$ cat src/rtl/rx_backend.sv
// rx_backend: UART receive back-end. Decodes raw frames against the live
// frame configuration, flags parity/framing errors, and queues
// {fe, pe, data} entries in a circular FIFO with a sticky overrun flag.
//
// Ports:
//   clk_i, rst_i            clock, asynchronous active-high reset
//   cr_ds_i, cr_p_i, cr_s_i data size / parity mode / stop bits
//   packet_i, packet_valid_i raw frame (start bit stripped) and strobe
//   rx_read_i               pop head entry
//   rx_overrun_clear_i      clear sticky overrun
//   rx_valid_o              FIFO non-empty
//   rx_data_o/pe_o/fe_o     combinational view of head entry
//   rx_count_o              occupied entries
//   rx_overrun_o            sticky: a frame was dropped while full
module rx_backend #(
    parameter int unsigned DEPTH = 8
) (
    input  logic                         clk_i,
    input  logic                         rst_i,
    input  logic                         cr_ds_i,
    input  logic [1:0]                   cr_p_i,
    input  logic                         cr_s_i,
    input  logic [10:0]                  packet_i,
    input  logic                         packet_valid_i,
    input  logic                         rx_read_i,
    input  logic                         rx_overrun_clear_i,
    output logic                         rx_valid_o,
    output logic [7:0]                   rx_data_o,
    output logic                         rx_pe_o,
    output logic                         rx_fe_o,
    output logic [$clog2(DEPTH+1)-1:0]   rx_count_o,
    output logic                         rx_overrun_o
);

    localparam int unsigned AW = $clog2(DEPTH);
    localparam int unsigned CW = $clog2(DEPTH + 1);

    typedef struct packed {
        logic       fe;
        logic       pe;
        logic [7:0] data;
    } entry_t;

    entry_t          r_mem [DEPTH];
    logic [AW-1:0]   r_wr_ptr;
    logic [AW-1:0]   r_rd_ptr;
    logic [CW-1:0]   r_count;
    logic            r_overrun;

    logic [7:0]      w_data;
    logic            w_par_en;
    logic            w_par_bit;
    logic            w_par_xor;
    logic [3:0]      w_stop_idx;
    logic            w_pe;
    logic            w_fe;
    logic            w_full;
    logic            w_empty;
    logic            w_wr;
    logic            w_rd;
    entry_t          w_entry;

    // Frame decode: data field, parity check and stop-bit check
    always_comb begin
        w_data = packet_i[7:0];
        if (cr_ds_i) begin
            w_data[7] = 1'b0;
        end
        w_par_en   = cr_p_i[1];
        w_par_bit  = cr_ds_i ? packet_i[7] : packet_i[8];
        // stop bits start right after the data field (and parity bit if present)
        w_stop_idx = (cr_ds_i ? 4'd7 : 4'd8) + 4'(w_par_en);
        // w_data[7] is already zero in 7-bit mode, so XOR-ing all 8 bits is exact
        w_par_xor  = (^w_data) ^ w_par_bit;
        w_pe       = w_par_en & (w_par_xor ^ cr_p_i[0]);
        w_fe       = ~packet_i[w_stop_idx] | (cr_s_i & ~packet_i[w_stop_idx + 4'd1]);
        w_entry    = '{fe: w_fe, pe: w_pe, data: w_data};
    end

    // FIFO control: a full FIFO still accepts a write when a read frees a slot
    always_comb begin
        w_full  = (r_count == CW'(DEPTH));
        w_empty = (r_count == '0);
        w_rd    = rx_read_i & ~w_empty;
        w_wr    = packet_valid_i & (~w_full | rx_read_i);
    end

    // Storage array, intentionally not reset
    always_ff @(posedge clk_i) begin
        if (w_wr) begin
            r_mem[r_wr_ptr] <= w_entry;
        end
    end

    // Pointers, occupancy and sticky overrun
    always_ff @(posedge clk_i or posedge rst_i) begin
        if (rst_i) begin
            r_wr_ptr  <= '0;
            r_rd_ptr  <= '0;
            r_count   <= '0;
            r_overrun <= 1'b0;
        end else begin
            if (w_wr) begin
                r_wr_ptr <= r_wr_ptr + AW'(1);
            end
            if (w_rd) begin
                r_rd_ptr <= r_rd_ptr + AW'(1);
            end
            case ({w_wr, w_rd})
                2'b10:   r_count <= r_count + CW'(1);
                2'b01:   r_count <= r_count - CW'(1);
                default: r_count <= r_count;
            endcase
            // set has priority over clear
            if (packet_valid_i & ~w_wr) begin
                r_overrun <= 1'b1;
            end else if (rx_overrun_clear_i) begin
                r_overrun <= 1'b0;
            end
        end
    end

    // Head view and status outputs
    always_comb begin
        rx_valid_o   = ~w_empty;
        rx_data_o    = r_mem[r_rd_ptr].data;
        rx_pe_o      = r_mem[r_rd_ptr].pe;
        rx_fe_o      = r_mem[r_rd_ptr].fe;
        rx_count_o   = r_count;
        rx_overrun_o = r_overrun;
    end

endmodule

$ cat config.mk
export PLATFORM = sky130hd
export DESIGN_NAME = rx_backend
export DESIGN_NICKNAME = d
export VERILOG_FILES = /design/src/rtl/rx_backend.sv
export SDC_FILE = /design/constraint.sdc
export NUM_CORES = 1
export LEC_CHECK = 0
export ABC_AREA = 1
export ABC_CLOCK_PERIOD_IN_PS = 2300
export BUFFER_PORTS_ARGS = -buffer_cell sky130_fd_sc_hd__buf_4
export CORE_UTILIZATION = 59
export DETAILED_ROUTE_END_ITERATION = 6
export HOLD_SLACK_MARGIN = 0.02
export PLACE_DENSITY = 0.79
export RECOVER_POWER = 50
export SETUP_SLACK_MARGIN = 0.05
export SYNTH_ARGS = -nofsm -noshare
export SYNTH_HDL_FRONTEND = slang
export SYNTH_SLANG_ARGS = --single-unit
$ cat constraint.sdc
create_clock -name clk_i -period 2.3 [get_ports clk_i]
set_clock_uncertainty 0.05 [all_clocks]
set_input_delay 0.115 -clock clk_i [delete_from_list [all_inputs] [get_ports clk_i]]
set_output_delay 0.115 -clock clk_i [all_outputs]
set_load 0.01 [all_outputs]
## Yosys cells after proc, flatten, opt, wreduce, memory -nomap -nowiden

Memory sizes are Yosys's and may differ from the RTL's.
Index checks and enable logic that the tools add are counted.

- Bits in writable memories: 80
- Latch bits: 0
- ROM bits: 0
- Logic and storage cells: 46
- Register bits: 11
- Memories: 1
- Input port bits: 20

- Div/mod/pow operators: 0
- Multiplexer cells: 12
- Eq/ne operators: 3
- Reduce and logical (&&, ||, !) cells: 4
- Add/sub/neg operators: 6
- $lt $le $gt $ge: 2
- Shifts and indexed selects: 0
- $mul: 0
- Bitwise logic cells: 14

Memories:

| name | depth | width | read ports | clocked after Yosys merged registers in | write ports | line | source |
|---|---|---|---|---|---|---|---|
| r_mem | 8 | 10 | 1 | 0 | 1 | 44 | `entry_t r_mem [DEPTH];` |

Operator list:

| kind | number |
|---|---|
| $lt A4 B5 Y1 const B | 2 |
| $add A4 B1 Y4 const B | 2 |
| $bmux W1 S4 | 2 |
| $mux W1 | 8 |
| $pmux W4 S2 | 1 |
| $reduce_xor A8 Y1 | 1 |
| $add A3 B1 Y3 const B | 2 |
| $and A1 B1 Y1 | 5 |
| $not A1 Y1 | 5 |
| $add A4 B1 Y4 | 1 |
| $eq A4 B4 Y1 const B | 1 |
| $logic_not A4 Y1 | 1 |
| $mux W4 | 1 |
| $reduce_bool A2 Y1 | 2 |
| $sub A4 B1 Y4 const B | 1 |
| $eq A2 B1 Y1 const B | 1 |
| $eq A2 B2 Y1 const B | 1 |
| $or A1 B1 Y1 | 2 |
| $xor A1 B1 Y1 | 2 |

## Depth between registers and ports, before layout

Gate-level depths: netlist of the first run.

- Depth in word-level cells: 8
- Mapped depth: 12
- Depth with buffers taken out: 12

## Worst setup path before layout of the first run

Ideal clock, no wire load.

- Kind: register to register
- From: reg r_count[0], in the netlist rx_count_o[0]
- To: reg r_count[2], in the netlist rx_count_o[2]
- Buffers on the path: 0
- Cell stages (with the launch flop): 12
- Arrival time: 1.905 ns
- Required time: 2.131 ns
- Setup slack: 0.226 ns
- Path through: dfrtp_1 -> nor2_1 -> nand3_1 -> nand2_1 -> inv_1 -> ha_1 -> xor2_1 -> ha_1 -> a21oi_1 -> a21oi_1 -> o21ai_0 -> o21a_1

- Elaborated cells on any way between the ends: 13
- Those cells by class: 2 x add/sub; 3 x eq/ne; 1 x mux; 5 x bitwise; 2 x reduce/logical

RTL lines:

| what | line | source |
|---|---|---|
| from (decl) | 47 | `logic [CW-1:0] r_count;` |
| from (signal assigned) | 110 | `2'b10: r_count <= r_count + CW'(1);` |
| from (signal assigned) | 111 | `2'b01: r_count <= r_count - CW'(1);` |
| from (signal assigned) | 112 | `default: r_count <= r_count;` |
| $logic_not A4 Y1 * | 83 | `w_empty = (r_count == '0);` |
| $not A1 Y1 * | n/a |  |
| net rx_valid_o | 27 | `output logic rx_valid_o,` |
| $and A1 B1 Y1 * | 84 | `w_rd = rx_read_i & ~w_empty;` |
| net w_rd | 60 | `logic w_rd;` |
| $eq A2 B1 Y1 or $eq A2 B2 Y1 (tied branches) | 109 | `case ({w_wr, w_rd})` |
| $pmux W4 S2 or $reduce_bool A2 Y1 (tied branches) | n/a |  |

The timed path passes the listed nets; every way through them passes the cells marked *.
A chain may end at the register's enable or synchronous reset.

## Worst setup path after layout of the first run

- From: reg r_count[0], in the netlist rx_count_o[0]
- To: reg r_count[2], in the netlist rx_count_o[2]

- Elaborated cells on any way between the ends: 13
- Those cells by class: 2 x add/sub; 3 x eq/ne; 1 x mux; 5 x bitwise; 2 x reduce/logical

RTL lines:

| what | line |
|---|---|
| $logic_not A4 Y1 * | 83 |
| $not A1 Y1 * | 84 |
| $and A1 B1 Y1 * | 84 |
| net w_rd | 60 |
| $eq A2 B1 Y1 or $eq A2 B2 Y1 (tied branches) | 109 |
| $pmux W4 S2 or $reduce_bool A2 Y1 (tied branches) | n/a |

Marked as above.

==> run metrics, run 1 <==
DRC Markers 6; pin count of the biggest net entering global routing 43; failing checks design-rule violations; #FFs+latches synth 91; CP arrival 2.36 ns; DR iter-0 viols 313; path depth of the worst reg2reg path 11; Final period util 94.0%; cts bufs inserted 9; Relative slew margins 64.7%; Synth Instances 374; critical path's top delay family flip-flops; initial antenna violation count 0; DR WL/cell 16.2 um; Peak VDD IR 0.583 mV; RD Place Congestion 0.853; Die W 84.7 um; WS Path Type reg -> reg; antenna cells 0; mapped cell area 4040 um^2; worst path bufs/invs 1; Post-synth EDFFs 80; max cap viols 0; layout cell share with drive strength beyond 1 13.8%; post-route cell area 4730 um^2; top cells by area, synth edfxtp_1 59%, nand2_1 7.8%, nor2_1 6.9%, dfrtp_1 6.8%, o32ai_1 4.3%; status finished, violations left; Post-DP Area 4460 um^2; DRT Pass-1 Iters 7; GRT Util Overall 24.4%; Nets 459; Final Hold Fails 0; Setup violations, final 0; area leader, netlist edfxtp_1; CORE AREA 6490 um^2; post-synthesis sequential area ratio 66.3%; Initial Utilization 62.2%; asr flop ratio synth 12.1%; clock sink count 91; Hold WS 0.0443 ns; Root Driver clkbuf_8; die extent in y 84.7 um; Main synth FF type edfxtp_1; clock period minus worst slack 2.16 ns; P per Cell Area 1150 nW/um^2; max-slew violations 0; Finished Core Util 72.8%; CP cell instances nor2_1 -> nand3_1 -> nand2_1 -> inv_1 -> ha_2 -> xor2_2 -> ha_1 -> a21oi_1 -> a21oi_1 -> o21ai_0 -> o21a_1; delay of the slowest critical-path stage 0.46 ns; clk slew on worst S/H paths 0.09 ns; P&R area growth vs syn 17.0%; # IOs 36; CTS tree yes; Synthesized Nets 402; WHS Path Cells 4; drt total wl 8340 um; post-synth top area share 59.5%; die area 7180 um^2; Worst Path Max Fanout 6; R2R Setup Slk 0.14 ns; Top cell by count, worst path a21oi_1; PortBufs 35; vias in the first global route 2629; Routed Antenna Nets 0; DP Wirelength 5150 um; post-CTS setup buffer count 0; Worst EP required 2.50 ns; total global routing overflow 0; Fill cells 452; Synthesis Warnings 0; Yosys cell types 22; Worst Max-Slew Pin Slew 0.530 ns; crit start category flop; FMAX 463 MHz; Crit-path slowest cell dfrtp_1; CP endpoint kind flop; CTS HTree Levels 3; Pwr Total 5.42 mW; Avg Cell Area, Syn 10.8 um^2; detailed-route via count 2891; WP depth 11; vias per cell 5.64; first-pass GRT wire length 12800 um; deepest clock path buffer count 2; num rows 29; Leak 1.89 nW; worst-skew pair later-pin latency 0.35 ns; Hold Crit Class in -> reg
==> worst paths after layout <==
kind                                  to          start
setup reg to reg           rx_count_o[2]  rx_count_o[0]
hold reg to reg            rx_count_o[3]  rx_count_o[3]
min in group asynchronous   rx_overrun_o          rst_i
max in group asynchronous  rx_count_o[1]          rst_i
hold / removal               r_rd_ptr[1]      rx_read_i
setup / recovery           rx_count_o[2]  rx_count_o[0]
==> metrics by stage <==
step | setup TNS, ns | setup WS [ns] | instances
after global routing | -0.0718 | -0.0718 | 513
after CTS | 0 | 0.161 | 513
after detailed placement | 0 | 0.168 | 487
after floorplan | 0 | 0.226 | 374
after global placement | 0 | 0.254 | 487
final | 0 | 0.138 | 513
==> layer usage <==
layer	up-vias	global-route usage, %	part of all wire (%)
met5	-	0	0
met4	0	10.0	2.2
met3	15	4.92	6.7
met2	122	43.1	52
met1	1354	29.5	40
li1	1400	-	-
==> Yosys cell counts (3+ instances only) <==
cell type and n:
buf_2 4, ha_1 8, o32ai_1 20, xor2_1 5, o21ai_0 30, nor2_1 74, dfrtp_1 11, edfxtp_1 80
nand2_1 84, clkbuf_1 7, nand3_1 6, xnor2_1 3, inv_1 26, a21oi_1 4
==> sequential cells by signal, summed over array words and instances (netlist names) <==
name,count
r_mem,80
r_rd_ptr,3
r_wr_ptr,3
rx_count_o,4
rx_overrun_o,1
==> cell families after synthesis <==
| family | count (synthesis) | share of synthesized area [%] |
|---|---|---|
| fa+ha+maj | 8 | 2.48 |
| buf+inv | 41 | 4.12 |
| xor+xnor | 8 | 1.73 |
| flops | 91 | 66.3 |
| compound gates | 59 | 9.42 |
| simple gates | 167 | 16.0 |
==> report_power, final <==
part / internal (mW) / switching [mW]
logic: 0.835 / 1.35
clock network: 0.499 / 0.536
registers: 2.08 / 0.125
total: 3.42 / 2.01
==> repair_timing <==
action / 4_1_cts / 5_1_grt
setup endpoints to repair: 0 / 1
hold buffers: 10 / 0
endpoints found under the hold margin: 68 / 0
resized for setup: 0 / 5
==> worst register-to-register path, delay by kind of cell, from the launching register on <==
family	cells	cell delay, ns
adders and majority gates	2	0.39
AOI/OAI and AO/OA	4	0.46
and+or+nand+nor	3	0.41
xor gates and xnor gates	1	0.18
buffers and inverters	1	0.10
DFF	1	0.46
==> area by class of cell <==
type	count	area (um^2)	share of cell area (%)
sequential	91	2680	56.7
multi-input combinational	242	1210	25.5
timing repair buffer	60	450	9.53
clock buffer	9	124	2.62
inverter	27	101	2.14
tap	77	96.3	2.04
clock inverter	7	67.6	1.43
==> layout by cell type (no fill, tap or decap), drive strengths merged <==
| cell type | n |
|---|---|
| o22ai | 2 |
| o21a | 2 |
| ha | 8 |
| dfrtp | 11 |
| o32ai | 20 |
| clkinvlp | 1 |
| bufinv | 1 |
| dlygate4sd3 | 10 |
| clkbuf | 21 |
| edfxtp | 80 |
| nand4 | 2 |
| buf | 38 |
| inv | 28 |
| xor2 | 5 |
| or2 | 1 |
| a21oi | 4 |
| clkinv | 4 |
| nor2 | 74 |
| o21ai | 30 |
| nand2 | 84 |
| o31ai | 1 |
| xnor2 | 3 |
| nand3 | 6 |
(Power assumes the default switching activity.)
==> run 2, diff against run 1 <==
--- a/config.mk
+++ b/config.mk
@@ -8,7 +8,10 @@
 export ABC_AREA = 1
 export ABC_CLOCK_PERIOD_IN_PS = 2300
 export BUFFER_PORTS_ARGS = -buffer_cell sky130_fd_sc_hd__buf_4
+export CORE_ASPECT_RATIO = 0.8
+export CORE_MARGIN = 2
 export CORE_UTILIZATION = 59
+export CTS_CLUSTER_DIAMETER = 60
 export DETAILED_ROUTE_END_ITERATION = 6
 export HOLD_SLACK_MARGIN = 0.02
 export PLACE_DENSITY = 0.79
==> run 2 against run 1 <==
Effect of this change: the run now ends clean; clock power is 4% higher; sequential cell count did not move; clock-buffer cell count is the same; sequential power up 2%; first-iteration DRC count is 12% higher; critical path depth did not move; core utilization grew 0.82 points; critical endpoint unchanged; final cell count is 2.3% higher; cell area up 1.3%; setup slack improved by 0.0019 ns; fmax barely moved; power is 2.0% higher.
==> run metrics, run 2 (synthesis gave the netlist of run 1 again) <==
antenna cells 0 (unchanged); path depth of the worst reg2reg path 11 (unchanged); post-route cell area 4790 um^2 (was 4730 um^2); Nets 464 (was 459); Hold Path End r_wr_ptr[0] (was r_rd_ptr[1]); CTS HTree Levels 3 (unchanged); first-pass GRT wire length 13900 um (was 12800 um); switching portion of total power 37.5% (was 37.0%); GR peak layer met2 (unchanged); crit start category flop (unchanged); max cap viols 0 (unchanged); Worst Setup Slack, final 0.140 ns (was 0.138 ns); num rows 26 (was 29); Biggest register r_mem (unchanged); clock period minus worst slack 2.16 ns (about the same); Final period util 93.9% (was 94.0%); WS Path Type reg -> reg (unchanged); total global routing overflow 0 (unchanged); net load switching power 2.07 mW (was 2.01 mW); R2R Setup Slk 0.14 ns (about the same); vias per cell 5.67 (was 5.64); CTS tree yes (unchanged); CP arrival 2.36 ns (about the same); pre-CTS WS 0.110 ns (was 0.168 ns); commonest non-fill, non-tap cell in the layout nand2_1 (unchanged); vias in the first global route 2854 (was 2629); Routed Antenna Nets 0 (unchanged); Peak VDD IR 0.685 mV (was 0.583 mV); Finished Core Util 73.6% (was 72.8%); met3 Usage GRT 7.09% (was 4.92%); Pint 3.46 mW (was 3.42 mW); layout cell share with drive strength beyond 1 15.4% (was 13.8%); Worst Max-Slew Pin Slew 0.544 ns (was 0.530 ns); most frequent cells in the layout 83 x nand2_1, 80 x edfxtp_1, 74 x nor2_1, 41 x buf_4, 30 x o21ai_0 (was 83 x nand2_1, 80 x edfxtp_1, 74 x nor2_1, 37 x buf_4, 30 x o21ai_0); Worst Path Max Fanout 6 (unchanged); Hold WS 0.0705 ns (was 0.0443 ns); Die W 96.5 um (was 84.7 um); GRT Util Overall 25.5% (was 24.4%); FMAX 463 MHz (about the same); die area 7530 um^2 (was 7180 um^2); Post-Layout Cell Count 525 (was 513); Leak 1.92 nW (was 1.89 nW); WHS Path Cells 4 (unchanged); Comb pwr share 40.1% (was 40.2%); CORE AREA 6510 um^2 (was 6490 um^2); PortBufs 35 (unchanged); DP Wirelength 5690 um (was 5150 um); max reg flops 80 (unchanged); crit path launch rx_count_o[0] (unchanged); Final Hold Fails 0 (unchanged); DR WL/cell 16.7 um (was 16.2 um); Seq pwr share 40.6% (was 40.7%); RD Place Congestion 0.815 (was 0.853); DRT Pass-1 Iters 5 (was 7); clk slew on worst S/H paths 0.09 ns (about the same); P per Cell Area 1160 nW/um^2 (was 1150 nW/um^2); drt total wl 8770 um (was 8340 um); deepest clock path buffer count 2 (unchanged); Hold Crit Class in -> reg (unchanged); dpl cells 498 (was 487); Relative slew margins 63.6% (was 64.7%); Clock power frac 19.3% (was 19.1%); status complete, no violations (was finished, violations left); DRC Markers 0 (was 6); # IOs 36 (unchanged); hold_sp packet_valid_i (was rx_read_i); Worst EP required 2.50 ns (about the same); Root Driver clkbuf_8 (unchanged); RSZ-0062 raised after global routing yes; max-slew violations 0 (unchanged); P&R area growth vs syn 18.5% (was 17.0%); Post-DP Area 4500 um^2 (was 4460 um^2); CP endpoint kind flop (unchanged); detailed-route via count 2977 (was 2891); clock sink count 91 (unchanged); Setup violations, final 0 (unchanged); Initial Utilization 62.1% (was 62.2%); worst-skew pair later-pin latency 0.36 ns (was 0.35 ns); reg2reg end rx_count_o[2] (unchanged); post-CTS setup buffer count 0 (unchanged); RR Startpoint rx_count_o[0] (unchanged); DR iter-0 viols 352 (was 313); met2 Resource Use GR 39.7% (was 43.1%); cts bufs inserted 9 (unchanged); die extent in y 78 um (was 84.7 um); M1 GR Usage 35.7% (was 29.5%); pin count of the biggest net entering global routing 43 (unchanged); initial antenna violation count 0 (unchanged)
## run 2: layout make-up
type | instances | area (um^2)
Tap cell | 84 | 105
Fill cell | 459 | 1720
Inverter | 27 | 101
Sequential cell | 91 | 2680
Clock buffer | 9 | 124
Clock inverter | 7 | 77.6
Multi-Input combinational cell | 242 | 1210
Timing Repair Buffer | 65 | 487
## run 2: layer usage
metal | up-vias | routed length [um]
li1 | 1412 | -
met1 | 1429 | 3680
met2 | 130 | 4270
met3 | 6 | 743
met4 | 0 | 72
met5 | - | 0
## run 2: timing repair
item / CTS / global route
endpoints found under the hold margin: 70 / 0
gates resized for setup: 0 / 7
endpoints found under the setup margin: 0 / 9
hold buffers: 11 / 0
## run 2: how the worst max path moves through the flow
stage,cells after the start,slack (ns),end
after floorplan,11,0.23,rx_count_o[2]
after global placement,11,0.26,rx_count_o[2]
after detailed placement,11,0.11,rx_count_o[2]
after CTS,6,0.06,rx_data_o[1]
after global routing,11,-0.06,rx_count_o[2]
final,11,0.14,rx_count_o[2]
## run 2: power groups by stage
stage	registers (mW)	clock network (mW)	logic [mW]
global placement	2.25	0	2.12
CTS	2.23	1.08	2.22
detailed placement	2.27	0	2.19
finish	2.25	1.07	2.22
global route	2.28	1.16	2.45
floorplan	2.24	0	1.33
## run 2: worst max-delay path, stage by stage, from the launching register on
cell and delay [ns]:
dfrtp_2 0.46, nor2_1 0.17, nand3_1 0.13, nand2_1 0.13, inv_1 0.10, ha_2 0.21
xor2_2 0.19, ha_1 0.20, a21oi_2 0.04, a21oi_1 0.16, o21ai_0 0.10, o21a_1 0.11
## run 2: metrics by stage
step	setup TNS, ns	total power, mW
2_1_floorplan	0	3.58
3_3_place_gp	0	4.37
3_5_place_dp	0	4.46
4_1_cts	0	5.53
5_1_grt	-0.0574	5.89
6_report	0	5.53
